$ cat src/rtl/dmem_req_port.sv
// dmem_req_port: LSU load/store front-end for a 2048x32 byte-writable RAM bank with in-order FWFT responses.
// Optional DMEM_ERR_RESP_EN adds misalignment and range faults.
module dmem_req_port #(
  parameter logic [31:0] BASE_ADDR = 32'h0000_0000,
  parameter int TAG_W = 4,
  parameter int RESP_DEPTH = 2
) (
  input  logic             clk,
  input  logic             rst,
  input  logic             req_valid,
  output logic             req_ready,
  input  logic             req_we,
  input  logic [1:0]       req_size,
  input  logic             req_signed,
  input  logic [31:0]      req_addr,
  input  logic [31:0]      req_wdata,
  input  logic [TAG_W-1:0] req_tag,
  output logic             resp_valid,
  input  logic             resp_ready,
  output logic [31:0]      resp_rdata,
  output logic [TAG_W-1:0] resp_tag,
  output logic             resp_err,
  output logic             ram_rd_en,
  output logic [10:0]      ram_rd_addr,
  input  logic [31:0]      ram_rd_data,
  output logic [3:0]       ram_wr_en,
  output logic [10:0]      ram_wr_addr,
  output logic [31:0]      ram_wr_data
);
  localparam int PW = $clog2(RESP_DEPTH);
  logic [31:0] off;
  logic [1:0] lane, size;
  logic fault, accept, issue;
  logic [3:0] mask;
  assign off = req_addr - BASE_ADDR;
`ifdef DMEM_ERR_RESP_EN
  assign fault = (off[31:13] != '0) || (req_size == 2'd3) || (req_size == 2'd1 && req_addr[0]) ||
                 (req_size == 2'd2 && req_addr[1:0] != 2'd0);
  assign size = req_size;
  assign lane = req_addr[1:0];
`else
  assign fault = 1'b0;
  assign size = (req_size == 2'd3) ? 2'd2 : req_size;
  assign lane = (size == 2'd0) ? req_addr[1:0] : (size == 2'd1) ? {req_addr[1], 1'b0} : 2'd0;
`endif
  logic inf_valid, inf_load, inf_sgn, inf_err;
  logic [1:0] inf_size, inf_lane;
  logic [TAG_W-1:0] inf_tag;
  logic [PW:0] count;
  logic [PW-1:0] wp, rp;
  // Credit check counts the in-flight request so every accept owns a FIFO slot.
  assign req_ready = !rst && (int'(count) + int'(inf_valid) < RESP_DEPTH);
  assign accept = req_valid && req_ready;
  assign issue = accept && !fault;
  assign mask = (size == 2'd0) ? 4'b0001 << lane : (size == 2'd1) ? 4'b0011 << lane : 4'hF;
  assign ram_rd_en = issue && !req_we;
  assign ram_rd_addr = off[12:2];
  assign ram_wr_en = (issue && req_we) ? mask : 4'h0;
  assign ram_wr_addr = off[12:2];
  assign ram_wr_data = (size == 2'd0) ? {4{req_wdata[7:0]}} :
                       (size == 2'd1) ? {2{req_wdata[15:0]}} : req_wdata;
  always_ff @(posedge clk) begin
    if (rst) inf_valid <= 1'b0;
    else inf_valid <= accept;
    if (accept) begin
      inf_load <= !req_we && !fault;
      inf_sgn  <= req_signed;
      inf_size <= size;
      inf_lane <= lane;
      inf_tag  <= req_tag;
      inf_err  <= fault;
    end
  end
  logic [31:0] sh, inf_rdata;
  assign sh = ram_rd_data >> {inf_lane, 3'b000};
  assign inf_rdata = !inf_load ? 32'h0 :
                     (inf_size == 2'd0) ? {{24{inf_sgn & sh[7]}}, sh[7:0]} :
                     (inf_size == 2'd1) ? {{16{inf_sgn & sh[15]}}, sh[15:0]} : sh;
  logic [31:0] f_rdata [RESP_DEPTH];
  logic [TAG_W-1:0] f_tag [RESP_DEPTH];
  logic f_err [RESP_DEPTH];
  logic empty, push, pop;
  assign empty = (count == '0);
  // An empty FIFO is bypassed so the response appears the cycle after accept.
  assign resp_valid = !rst && (!empty || inf_valid);
  assign resp_rdata = !resp_valid ? 32'h0 : !empty ? f_rdata[rp] : inf_rdata;
  assign resp_tag = !resp_valid ? '0 : !empty ? f_tag[rp] : inf_tag;
  assign resp_err = resp_valid && (!empty ? f_err[rp] : inf_err);
  assign push = inf_valid && !(empty && resp_ready);
  assign pop = !empty && resp_ready;
  always_ff @(posedge clk) begin
    if (rst) begin
      wp <= '0;
      rp <= '0;
      count <= '0;
    end else begin
      if (push) begin
        f_rdata[wp] <= inf_rdata;
        f_tag[wp] <= inf_tag;
        f_err[wp] <= inf_err;
        wp <= wp + 1'b1;
      end
      if (pop) rp <= rp + 1'b1;
      count <= count + (PW+1)'(push) - (PW+1)'(pop);
    end
  end
endmodule

$ cat config.mk
export PLATFORM = sky130hd
export DESIGN_NAME = dmem_req_port
export DESIGN_NICKNAME = d
export VERILOG_FILES = /design/src/rtl/dmem_req_port.sv
export SDC_FILE = /design/constraint.sdc
export NUM_CORES = 1
export LEC_CHECK = 0
export CORE_MARGIN = 3
export CORE_UTILIZATION = 40
export DETAILED_ROUTE_END_ITERATION = 8
export PLACE_DENSITY = 0.75
export SYNTH_ARGS = -nofsm -noshare
export SYNTH_HDL_FRONTEND = slang
export SYNTH_SLANG_ARGS = --single-unit
$ cat constraint.sdc
create_clock -name clk -period 9.1 [get_ports clk]
set_input_delay 1.365 -clock clk [delete_from_list [all_inputs] [get_ports clk]]
set_output_delay 1.365 -clock clk [all_outputs]
set_load 0.02 [all_outputs]
Yosys cells after proc, flatten, opt, wreduce, memory -nomap -nowiden
Memories as Yosys holds them, arrays and structs flattened. A register that Yosys moved wholly into a read port is not among the register bits.
Cells that the tools add are included.
{ "op_classes": {"order_cmp": 1, "eq_ne": 3, "n_reduce_logical": 17, "add_sub_neg": 5, "muxes": 23, "bitwise": 2, "shifts": 3} }
{ "ops": {"columns": ["operator", "count"], "rows": [
  ["2-to-1 mux 32 bit", 7],
  [">> shifter 32 x 5 -> 32 bit", 1],
  ["2-to-1 mux 4 bit", 5],
  ["logical AND 1 bit", 9],
  ["2-to-1 mux 1 bit", 8],
  ["logical NOT 2 bit", 3],
  ["2-to-1 mux 2 bit", 3],
  ["== test 2 x 1 -> 1 bit, second input constant", 2],
  ["logical NOT 1 bit", 4],
  ["<< shifter 1 x 2 -> 4 bit, first input constant", 1],
  ["<< shifter 2 x 2 -> 4 bit, first input constant", 1],
  ["adder 2 x 1 -> 3 bit", 1],
  ["< comparator 3 x 2 -> 1 bit, second input constant", 1],
  ["adder 1 bit, second input constant", 2],
  ["adder 2 x 1 -> 2 bit", 1],
  ["AND 1 bit", 2],
  ["== test 2 bit, second input constant", 1],
  ["subtractor 2 x 1 -> 2 bit", 1],
  ["logical OR 1 bit", 1]
]} }
{ "word_totals": {"input_bits": 108, "elab_cells": 65, "mem_count": 2, "regBits": 15, "ram_bits": 72, "out_inout_bits": 98} }
{ "memory_table": {"columns": ["name", "depth", "width", "rd", "rd_clocked_by_memory_dff", "wr", "line", "text"], "rows": [
  ["f_rdata", 2, 32, 1, 1, 1, "79", "logic [31:0] f_rdata [RESP_DEPTH];"],
  ["f_tag", 2, 4, 1, 1, 1, "80", "logic [TAG_W-1:0] f_tag [RESP_DEPTH];"]
]} }

Logic depth before layout (Yosys ltp)
Gate-level depths: netlist of the first run.
{ "depth": {"ltp_word": 9, "ltp_mapped": 9, "ltp_nobuf": 8} }

Worst setup path before layout of the first run
OpenSTA, ideal clock, no wires.
{ "synth_timing": {"path_kind": "in2reg", "startpoint": "input port resp_ready", "endpoint": "memory f_rdata[1][0], enable pin", "setup_ns": 0.482, "required_ns": 8.618, "path_stages": 3, "path_buffers": 0, "arrival_time_ns": 4.284, "path_slack_ns": 4.334, "cell_sequence": "inv_1 -> o21ai_0 -> nor3b_1"} }
{ "synth_between": {"elab_chain_len": 6} }
{ "synth_rtl": {"columns": ["element", "line", "text"], "rows": [
  ["from (decl)", "19", "input logic resp_ready,"],
  ["logical AND 1 bit", "89", "assign push = inf_valid && !(empty && resp_ready);"],
  ["logical NOT 1 bit", "89", null],
  ["logical AND 1 bit", "89", null],
  ["2-to-1 mux 1 bit", "97", "if (push) begin"],
  ["2-to-1 mux 1 bit", "92", "if (rst) begin"],
  ["2-to-1 mux 1 bit", null, null],
  ["to (decl)", "79", null]
]} }
Every way passes these cells.

Final worst setup path of the first run
{ "layout_timing": {"startpoint": "input port ram_rd_data[7]", "endpoint": "output port resp_rdata[17]"} }
{ "layout_between": {"elab_chain_len": 7} }
{ "layout_rtl": {"columns": ["element", "line", "text"], "rows": [
  ["from (decl)", "25", "input logic [31:0] ram_rd_data,"],
  [">> shifter 32 x 5 -> 32 bit (*)", "75", "assign sh = ram_rd_data >> {inf_lane, 3'b000};"],
  ["AND 1 bit", "78", "(inf_size == 2'd1) ? {{16{inf_sgn & sh[15]}}, sh[15:0]} : sh;"],
  ["2-to-1 mux 32 bit", "78", null],
  ["2-to-1 mux 32 bit (*)", "77", "(inf_size == 2'd0) ? {{24{inf_sgn & sh[7]}}, sh[7:0]} :"],
  ["2-to-1 mux 32 bit (*)", "76", "assign inf_rdata = !inf_load ? 32'h0 :"],
  ["2-to-1 mux 32 bit (*) (2 in series)", "86", "assign resp_rdata = !resp_valid ? 32'h0 : !empty ? f_rdata[rp] : inf_rdata;"],
  ["to (decl)", "20", "output logic [31:0] resp_rdata,"]
]} }
Every way passes the cells marked *; elsewhere a longest branch is shown, timed or not.

==> results of run 1 <==
## final cells by class
class	instances	area, um^2	share of cell area, %
antenna	1	2.50	0.0363
sequential	88	2580	37.5
multi-input combinational	293	2170	31.4
inverter	7	26.3	0.381
clock inverter	7	119	1.72
tap	168	210	3.05
timing repair buffer	158	1570	22.7
clock buffer	9	225	3.26
## state kept, by name, summed over array words and instances, names as in the netlist, named ones only
register / cells
inf_lane: 2
count: 2
inf_valid: 1
f_rdata: 64
f_tag: 8
inf_tag: 4
wp: 1
rp: 1
inf_size: 2
inf_sgn: 1
inf_load: 1
## path summary, 6_finish.rpt
kind | end | slack (ns) | depth (start not counted)
min reg2reg | f_tag[0][2]$_DFFE_PP_ | 0.48 | 0
max | resp_rdata[17] | 3.66 | 7
max reg2reg | count[1]$_SDFF_PP0_ | 6.25 | 8
min | f_tag[0][2]$_DFFE_PP_ | 0.48 | 0
## per-layer routing
layer | share of wire (%) | global-route usage (%) | up-vias
met4 | 3.1 | 9.23 | 0
met5 | 0 | 0 | -
met3 | 7.5 | 4.37 | 43
met1 | 37 | 23.7 | 1852
met2 | 52 | 36.0 | 182
li1 | - | - | 1856
## power groups by stage
stage / registers, mW / clock network (mW) / logic [mW]
finish: 0.511 / 0.420 / 0.484
global route: 0.515 / 0.443 / 0.520
CTS: 0.512 / 0.427 / 0.488
detailed placement: 0.520 / 0 / 0.485
global placement: 0.519 / 0 / 0.477
floorplan: 0.490 / 0 / 0.337
## logic make-up after synthesis
family | share of synthesized area, %
AO/OA/AOI/OAI | 13.2
XOR/XNOR | 0.682
adder cells (fa/ha/maj) | 0.487
buffers and inverters | 7.86
flip-flops | 50.3
multiplexers | 17.2
other | 0.0730
AND/OR/NAND/NOR | 10.3
## cell usage after synthesis (8+ instances only)
library cell  instances
nand2_1              41
nor2_1               50
a221oi_2             10
o21ai_0              11
edfxtp_1             82
or3_1                 8
a21oi_1              10
o211a_1              14
mux2_2               24
clkbuf_1             18
a211oi_1             13
mux2i_1              59
buf_4                33
## worst register-to-register path, cell delays in order (launching register included)
cell and delay [ns]:
dfxtp_1 0.33, or2_2 0.68, o21ai_0 0.72, ha_1 0.36
inv_1 0.07, ha_1 0.16, xor2_1 0.20, xnor2_1 0.15
nor2_1 0.05
==> results.md, run 1 <==
- Status: completed
- Wirelength, routed: 14,500 um
- Area Overhead vs Synth: 34.3%
- Setup-failing EPs final: 0
- Peak Freq: 184 MHz
- Worst r2r src: count[1]$_SDFF_PP0_
- GRT Total Usage: 20.4%
- Worst min path class: register to register
- Width of the die: 119 um
- Buffers added on ports: 152
- Final Util: 56.3%
- Antenna violations before repair: 1
- Worst Min Path Start: inf_tag[2]$_DFFE_PP_
- Drt drc: 0
- Vias in the first global route: 4,060
- Pwr Density: 205 mW/mm^2
- Net Sw Frac: 32.4%
- Crit path DAT: 4.08 ns
- Hold WS: 0.476 ns
- Final hold violations: 0
- Setup Buffers After CTS: 0
- Slowest CP cell: a31oi_4
- Final Power: 1.41 mW
- Worst setup SP type: primary input
- Maximum VDD drop: 0.102 mV
- Final TNS setup: 0 ns
- Post-CTS resize count: 0
- Router iterations before antenna repair: 5
- Worst clock skew: 0.00292 ns
- Critical path buffers and inverters: 2
- Gr ovfl total: 0
- Die Area: 0.0142 mm^2
- Boundary Pins: 206
- Remaining antenna violation count: 0
- Fin. max-slew vios: 0
- Max_slew headroom: 22.1%
- Worst Setup Slack, final: 3.66 ns
- Ranking of synthesized cells by area: edfxtp_1 48%, mux2i_1 11%, mux2_2 5.3%
- Layout cells sized above 1: 11.6%
- CP startpoint: ram_rd_data[7]
- Worst path cell trace: clkdlybuf4s50_1, nor2b_1, a2111oi_0, a211oi_2, a31oi_4, a221oi_1, clkdlybuf4s50_1
- Flop pwr share: 36.1%
- Fraction of registers with async set or reset after synthesis: 0%
- Filler Cell Count: 1,045
- Sequential fraction of the synthesis area: 50.3%
- Slew @ Worst Pin: 1.17 ns
- CTS Buf Count: 9
- Crit end category: output port
- Clock Tree Root: clkbuf_16
- Post-route cell area: 0.00690 mm^2
- Placed cells: 714
- NetSw: 458 uW
- Max Cap Violations: 0
- Synth warn: 0
- P_leak: 2.46 nW
- CORE AREA: 0.0123 mm^2
- Crit path kind: primary input to output port
- Initial Util: 41.9%
- Via density: 5.38
- Clock power share: 29.7%
- Worst Path Max Fanout: 16
- Clock Latency Late Sink: 0.34 ns
- Final Non-Filler Cells: 731
- Share of the synthesized area in the top cell type: 47.9%
- RSZ-0062 raised after global routing: false
- Post-synth EDFFs: 82
- FF+latch count, synth: 88
- Final period utilization: 59.8%
- Largest net degree at the start of global routing: 49
- # hold bufs at CTS: 0
- Mapped Cells: 450
- Most frequent cells in the layout: 152 x clkdlybuf4s50_1, 82 x edfxtp_1, 59 x mux2i_1
- Int Pwr: 957 uW
- Crit path time final: 5.44 ns
- GPL Wtd Cong: 0.858
- Rows: 40
- DR iter-0 viols: 290
- Crit path max-delay family: compound AO/OA/AOI/OAI gates
- CTS max path bufs: 2
- Max incr delay on CP: 0.63 ns
- Most Frequent Cell on Critical Path: clkdlybuf4s50_1
- Post-synth cell types: 42
- Leading cell type in the layout, fill and taps excluded: clkdlybuf4s50_1
- Avg Cell Area, Syn: 11.4 um^2
- Mapped Area: 0.00514 mm^2
- TritonCTS Sinks: 88
- Worst path required time: 7.74 ns
- Clock slew at reported path FFs: 0.06 ns
- Routed wire length per instance: 19.8 um
- Die Y-Extent: 119 um
- Layout Nets: 667
- Cell taking the most area after synthesis: edfxtp_1
- Post-Syn Nets: 560
- Ys flop type: edfxtp_1
- Htree depth: 3
- Gate power share: 34.2%
- Total placed instance area: 0.00655 mm^2
- Detailed-route via count: 3,933
- CTS tree: done
- Detailed placer's ending HPWL: 10,300 um
- Dpl ws: 3.62 ns
- First-pass GRT wire length: 22,500 um
(Power assumes the default switching activity.)
==> inputs of run 2 (changes only) <==
==> constraint.sdc (replaced) <==
create_clock -name clk -period 5.6 [get_ports clk]
set_input_delay 0.84 -clock clk [delete_from_list [all_inputs] [get_ports clk]]
set_output_delay 0.84 -clock clk [all_outputs]
set_load 0.02 [all_outputs]
==> run 2 against run 1 <==
Against the previous run:
- register-to-register slack got worse by 3.4 ns
- largest power group unchanged
- wire length decreased by 0.28%
- via count increased by 1.9%
- die area unchanged
- sequential power grew 63%
- clock skew grew 0.0022 ns
==> results.md, run 2 (synthesis gave the netlist of run 1 again) <==
- Worst Setup Slack, final: 1.16 ns
- Area Overhead vs Synth: 33.7%
- Clock slew at reported path FFs: 0.06 ns
- Remaining antenna violation count: 0
- First-pass GRT wire length: 22,300 um
- Worst clock skew: 0.00513 ns
- Slowest CP cell: clkdlybuf4s50_1
- Highest metal used: met4
- Max_slew headroom: 21.5%
- WL met3: 1010 um
- Htree depth: 3
- Diodes inserted: 0
- Buffers added on ports: 152
- Post-route cell area: 0.00687 mm^2
- Layout Nets: 667
- Worst Path Max Fanout: 29
- Final TNS setup: 0 ns
- Detailed placer's ending HPWL: 10,400 um
- Crit path kind: register to output port
- Critical path buffers and inverters: 2
- Final Util: 56.1%
- Top flop regs: f_rdata (64), f_tag (8), inf_tag (4)
- Worst min path class: register to register
- Worst setup SP type: register
- Largest net degree at the start of global routing: 49
- Max FFs per register: 64
- Die Y-Extent: 119 um
- Clock Latency Late Sink: 0.33 ns
- Antenna violations before repair: 0
- Slew @ Worst Pin: 1.18 ns
- RSZ-0062 raised after global routing: false
- Final hold violations: 0
- Final Power: 2.25 mW
- Placed cells: 714
- Rows: 40
- Clock Tree Root: clkbuf_16
- Leading cell type in the layout, fill and taps excluded: clkdlybuf4s50_1
- Final period utilization: 79.3%
- Met2 wire length: 7650 um
- Setup-failing EPs final: 0
- Filler Cell Count: 1,039
- Die Area: 0.0142 mm^2
- Crit end category: output port
- Width of the die: 119 um
- CORE AREA: 0.0123 mm^2
- Max Cap Violations: 0
- Detailed-route via count: 4,007
- Top reg by flops: f_rdata
- Post-CTS resize count: 0
- Router iterations before antenna repair: 5
- Initial Util: 41.9%
- Crit path max-delay family: compound AO/OA/AOI/OAI gates
- Wirelength, routed: 14,500 um
- DR iter-0 viols: 272
- Worst path cell trace: buf_4, nor2b_1, a2bb2oi_1, a211oi_2, a31oi_4, a221oi_1, clkdlybuf4s50_1
- # hold bufs at CTS: 0
- DRT met1 WL: 5360 um
- TritonCTS Sinks: 88
- Vias in the first global route: 4,109
- P_leak: 2.45 nW
- Boundary Pins: 206
- Most frequent cells in the layout: 152 x clkdlybuf4s50_1, 82 x edfxtp_1, 59 x mux2i_1
- Maximum VDD drop: 0.138 mV
- Max incr delay on CP: 0.67 ns
- Crit path time final: 4.44 ns
- GRT Total Usage: 19.9%
- Crit path DAT: 3.60 ns
- Multi-input gate area: 0.00217 mm^2
- Via density: 5.49
- Layout cells sized above 1: 11.6%
- Status: completed
- Register Area: 0.00258 mm^2
- GPL Wtd Cong: 0.857
- Pwr Density: 327 mW/mm^2
- Routed wire length per instance: 19.8 um
- Final Non-Filler Cells: 730
- Fin. max-slew vios: 0
- Hold WS: 0.485 ns
- Worst path required time: 4.76 ns
- Peak Freq: 225 MHz
- Gr ovfl total: 0
- CTS max path bufs: 2
- CTS tree: done
- Dpl ws: 1.19 ns
- Total placed instance area: 0.00655 mm^2
- CTS Buf Count: 9
- Setup Buffers After CTS: 0
- Drt drc: 0
[run 2: cell types whose count changed in the layout (fill, tap and decap cells not counted), sizes merged]
cell      before  now
diode          1    0
bufinv         3    2
clkinv         3    5
clkinvlp       2    1
[run 2: layer usage]
metal	global-route usage (%)	vias up
met5	0	-
met4	7.66	0
met3	3.61	47
met2	36.9	192
met1	22.5	1920
li1	-	1848
[run 2: worst reg2reg max path, cell delays in order (launching register included)]
cell     delay (ns)
dfxtp_1        0.37
or2_2          0.84
o21ai_0        0.45
nor3b_2        0.27
buf_4          0.48
[run 2: worst paths after layout]
check	slack [ns]	cells after the start	end	start
hold reg to reg	0.48	0	f_tag[1][3]$_DFFE_PP_	inf_tag[3]$_DFFE_PP_
hold / removal	0.48	0	f_tag[1][3]$_DFFE_PP_	inf_tag[3]$_DFFE_PP_
setup reg to reg	2.82	4	f_rdata[1][0]$_DFFE_PP_	count[1]$_SDFF_PP0_
setup / recovery	1.16	7	resp_rdata[17]	inf_lane[0]$_DFFE_PP_
[run 2: power by group]
group          switching, mW  internal, mW  leakage (nW)  total (mW)
logic                  0.434         0.349          1.49       0.783
clock network          0.240         0.391         0.156       0.631
registers             0.0623         0.769         0.805       0.832
total                  0.737          1.51          2.45        2.25
[run 2: final cells by class]
type	instances	area share, %
inverters	7	0.382
multi-input cells	293	31.5
clock inverters	7	1.38
well taps	168	3.06
flip-flops and latches	88	37.6
clock buffers	9	3.28
repair buffers	158	22.8
==> inputs of run 3 (changes only) <==
==> constraint.sdc (replaced) <==
create_clock -name clk -period 4.45 [get_ports clk]
set_input_delay 0.6675 -clock clk [delete_from_list [all_inputs] [get_ports clk]]
set_output_delay 0.6675 -clock clk [all_outputs]
set_load 0.02 [all_outputs]
==> run 3 against run 2 <==
Against the previous run:
- clock power rose by 4.1%
- worst hold slack got worse by 0.0033 ns
- critical path depth rose by 1
- final cell count rose by 0.68%
- first-iteration DRC count rose by 27%
- sequential power rose by 25%
- utilization fell by 0.22 points
- clock-buffer cell count did not move
- global-route usage rose by 0.59 points
- via count fell by 0.87%
- largest cell class unchanged
==> results.md, run 3 (synthesis gave the netlist of run 1 again) <==
- Status: completed
- Slowest CP cell: clkdlybuf4s50_1
- Worst path cell trace: clkdlybuf4s50_1, mux2_2, o21ai_1, a211oi_2, a31oi_4, buf_4, a221oi_2, clkdlybuf4s50_1
- Area Overhead vs Synth: 33.2%
- Crit end category: output port
- # hold bufs at CTS: 0
- Clock Tree Root: clkbuf_16
- Maximum VDD drop: 0.195 mV
- Crit path DAT: 3.35 ns
- Hold Path End: f_tag[1][2]$_DFFE_PP_
- Most frequent cells in the layout: 152 x clkdlybuf4s50_1, 82 x edfxtp_1, 59 x mux2i_1
- Width of the die: 119 um
- P_leak: 2.45 nW
- Critical path buffers and inverters: 3
- Layout Nets: 672
- Htree depth: 3
- Remaining antenna violation count: 0
- Worst Setup Slack, final: 0.428 ns
- Crit path kind: primary input to output port
- Worst Min Path Start: inf_tag[2]$_DFFE_PP_
- Filler Cell Count: 1,057
- Slew @ Worst Pin: 1.08 ns
- RSZ-0062 raised after global routing: false
- Crit path max-delay family: buffers and inverters
- First-pass GRT wire length: 22,900 um
- Top reg by flops: f_rdata
- CTS Buf Count: 9
- Boundary Pins: 206
- Pwr Density: 396 mW/mm^2
- Die Area: 0.0142 mm^2
- Crit path time final: 4.02 ns
- Max Cap Violations: 0
- Worst min path class: register to register
- Router iterations before antenna repair: 5
- Via density: 5.40
- Max incr delay on CP: 0.66 ns
- DR iter-0 viols: 345
- Final TNS setup: 0 ns
- Worst path required time: 3.78 ns
- Detailed-route via count: 3,972
- Final Non-Filler Cells: 735
- Detailed placer's ending HPWL: 10,600 um
- M3 GR Usage: 4.37%
- Setup Buffers After CTS: 0
- Gr ovfl total: 0
- Worst Path Max Fanout: 11
- TritonCTS Sinks: 88
- Peak Freq: 249 MHz
- Final period utilization: 90.4%
- Routed wire length per instance: 20.0 um
- Worst r2r src: count[1]$_SDFF_PP0_
- Buffers added on ports: 152
- Leading cell type in the layout, fill and taps excluded: clkdlybuf4s50_1
- CORE AREA: 0.0123 mm^2
- Largest net degree at the start of global routing: 49
- R2R depth: 8
- Fin. max-slew vios: 0
- Max_slew headroom: 28.0%
- Clock Latency Late Sink: 0.34 ns
- Worst clock skew: 0.00557 ns
- GRT Total Usage: 20.5%
- Max FFs per register: 64
- Post-CTS resize count: 0
- Hold path cells: 0
- Drt drc: 0
- R2R Setup Slk: 1.66 ns
- Vias in the first global route: 4,212
- Antenna violations before repair: 1
- Rows: 40
- Most Frequent Cell on Critical Path: clkdlybuf4s50_1
- CTS max path bufs: 2
- Dpl ws: 0.460 ns
- Setup-failing EPs final: 0
- Gr busiest metal: met2
- Final hold violations: 0
- Met2 Use GR: 35.4%
- Reg-to-Reg End: count[1]$_SDFF_PP0_
- Top flop regs: f_rdata (64), f_tag (8), inf_tag (4)
- Placed cells: 719
- Clock slew at reported path FFs: 0.06 ns
- CTS tree: done
- Met1 Usage GRT: 23.8%
- Wirelength, routed: 14,700 um
- Initial Util: 41.9%
- Layout cells sized above 1: 11.8%
- Die Y-Extent: 119 um
- Worst setup SP type: primary input
- Critical path depth: 8
- GPL Wtd Cong: 0.873
==> run 3: final cells by class <==
cell class | count | area (um^2) | share of cell area [%]
multi-input combinational | 293 | 2170 | 31.6
timing repair buffer | 163 | 1600 | 23.4
clock buffer | 9 | 225 | 3.29
sequential | 88 | 2580 | 37.7
antenna | 1 | 2.50 | 0.0366
inverter | 7 | 26.3 | 0.384
tap | 168 | 210 | 3.07
clock inverter | 6 | 27.5 | 0.402
==> run 3: worst register-to-register path, stage by stage, from the launching register on <==
cell and delay (ns):
dfxtp_1 0.37, or2_2 0.84, o21ai_0 0.44, ha_1 0.41, inv_1 0.05, ha_1 0.18, xor2_1 0.19, xnor2_1 0.15
nor2_1 0.06
==> run 3: worst max path at each step <==
stage,from,end,slack [ns]
after global placement,ram_rd_data[31],resp_rdata[14],0.50
after global routing,ram_rd_data[31],resp_rdata[23],0.28
after floorplan,count[1]$_SDFF_PP0_,f_rdata[1][0]$_DFFE_PP_,0.26
after detailed placement,ram_rd_data[31],resp_rdata[31],0.46
final,ram_rd_data[31],resp_rdata[23],0.43
after CTS,ram_rd_data[31],resp_rdata[31],0.44
==> run 3: per-layer routing <==
layer / share of wire, % / up-vias
met5: 0 / -
met4: 3.9 / 0
li1: - / 1868
met3: 6.8 / 50
met1: 38 / 1878
met2: 51 / 176
==> run 3: stage by stage <==
step | area [um^2] | power, mW | util (%) | hold WS, ns
6_report | 6850 | 2.71 | 55.8 | 0.481
5_1_grt | 6850 | 2.83 | 55.8 | 0.502
4_1_cts | 6840 | 2.72 | 55.8 | 0.485
3_5_place_dp | 6590 | 2.07 | 53.7 | 0.470
3_3_place_gp | 6590 | 2.05 | 53.7 | 0.457
2_1_floorplan | 5140 | 1.69 | - | 0.446
==> run 3: report_power, final <==
part	internal (mW)	total, mW	switching (mW)
registers	0.969	1.04	0.0693
clock network	0.367	0.657	0.290
logic	0.448	1.01	0.564
total	1.78	2.71	0.924
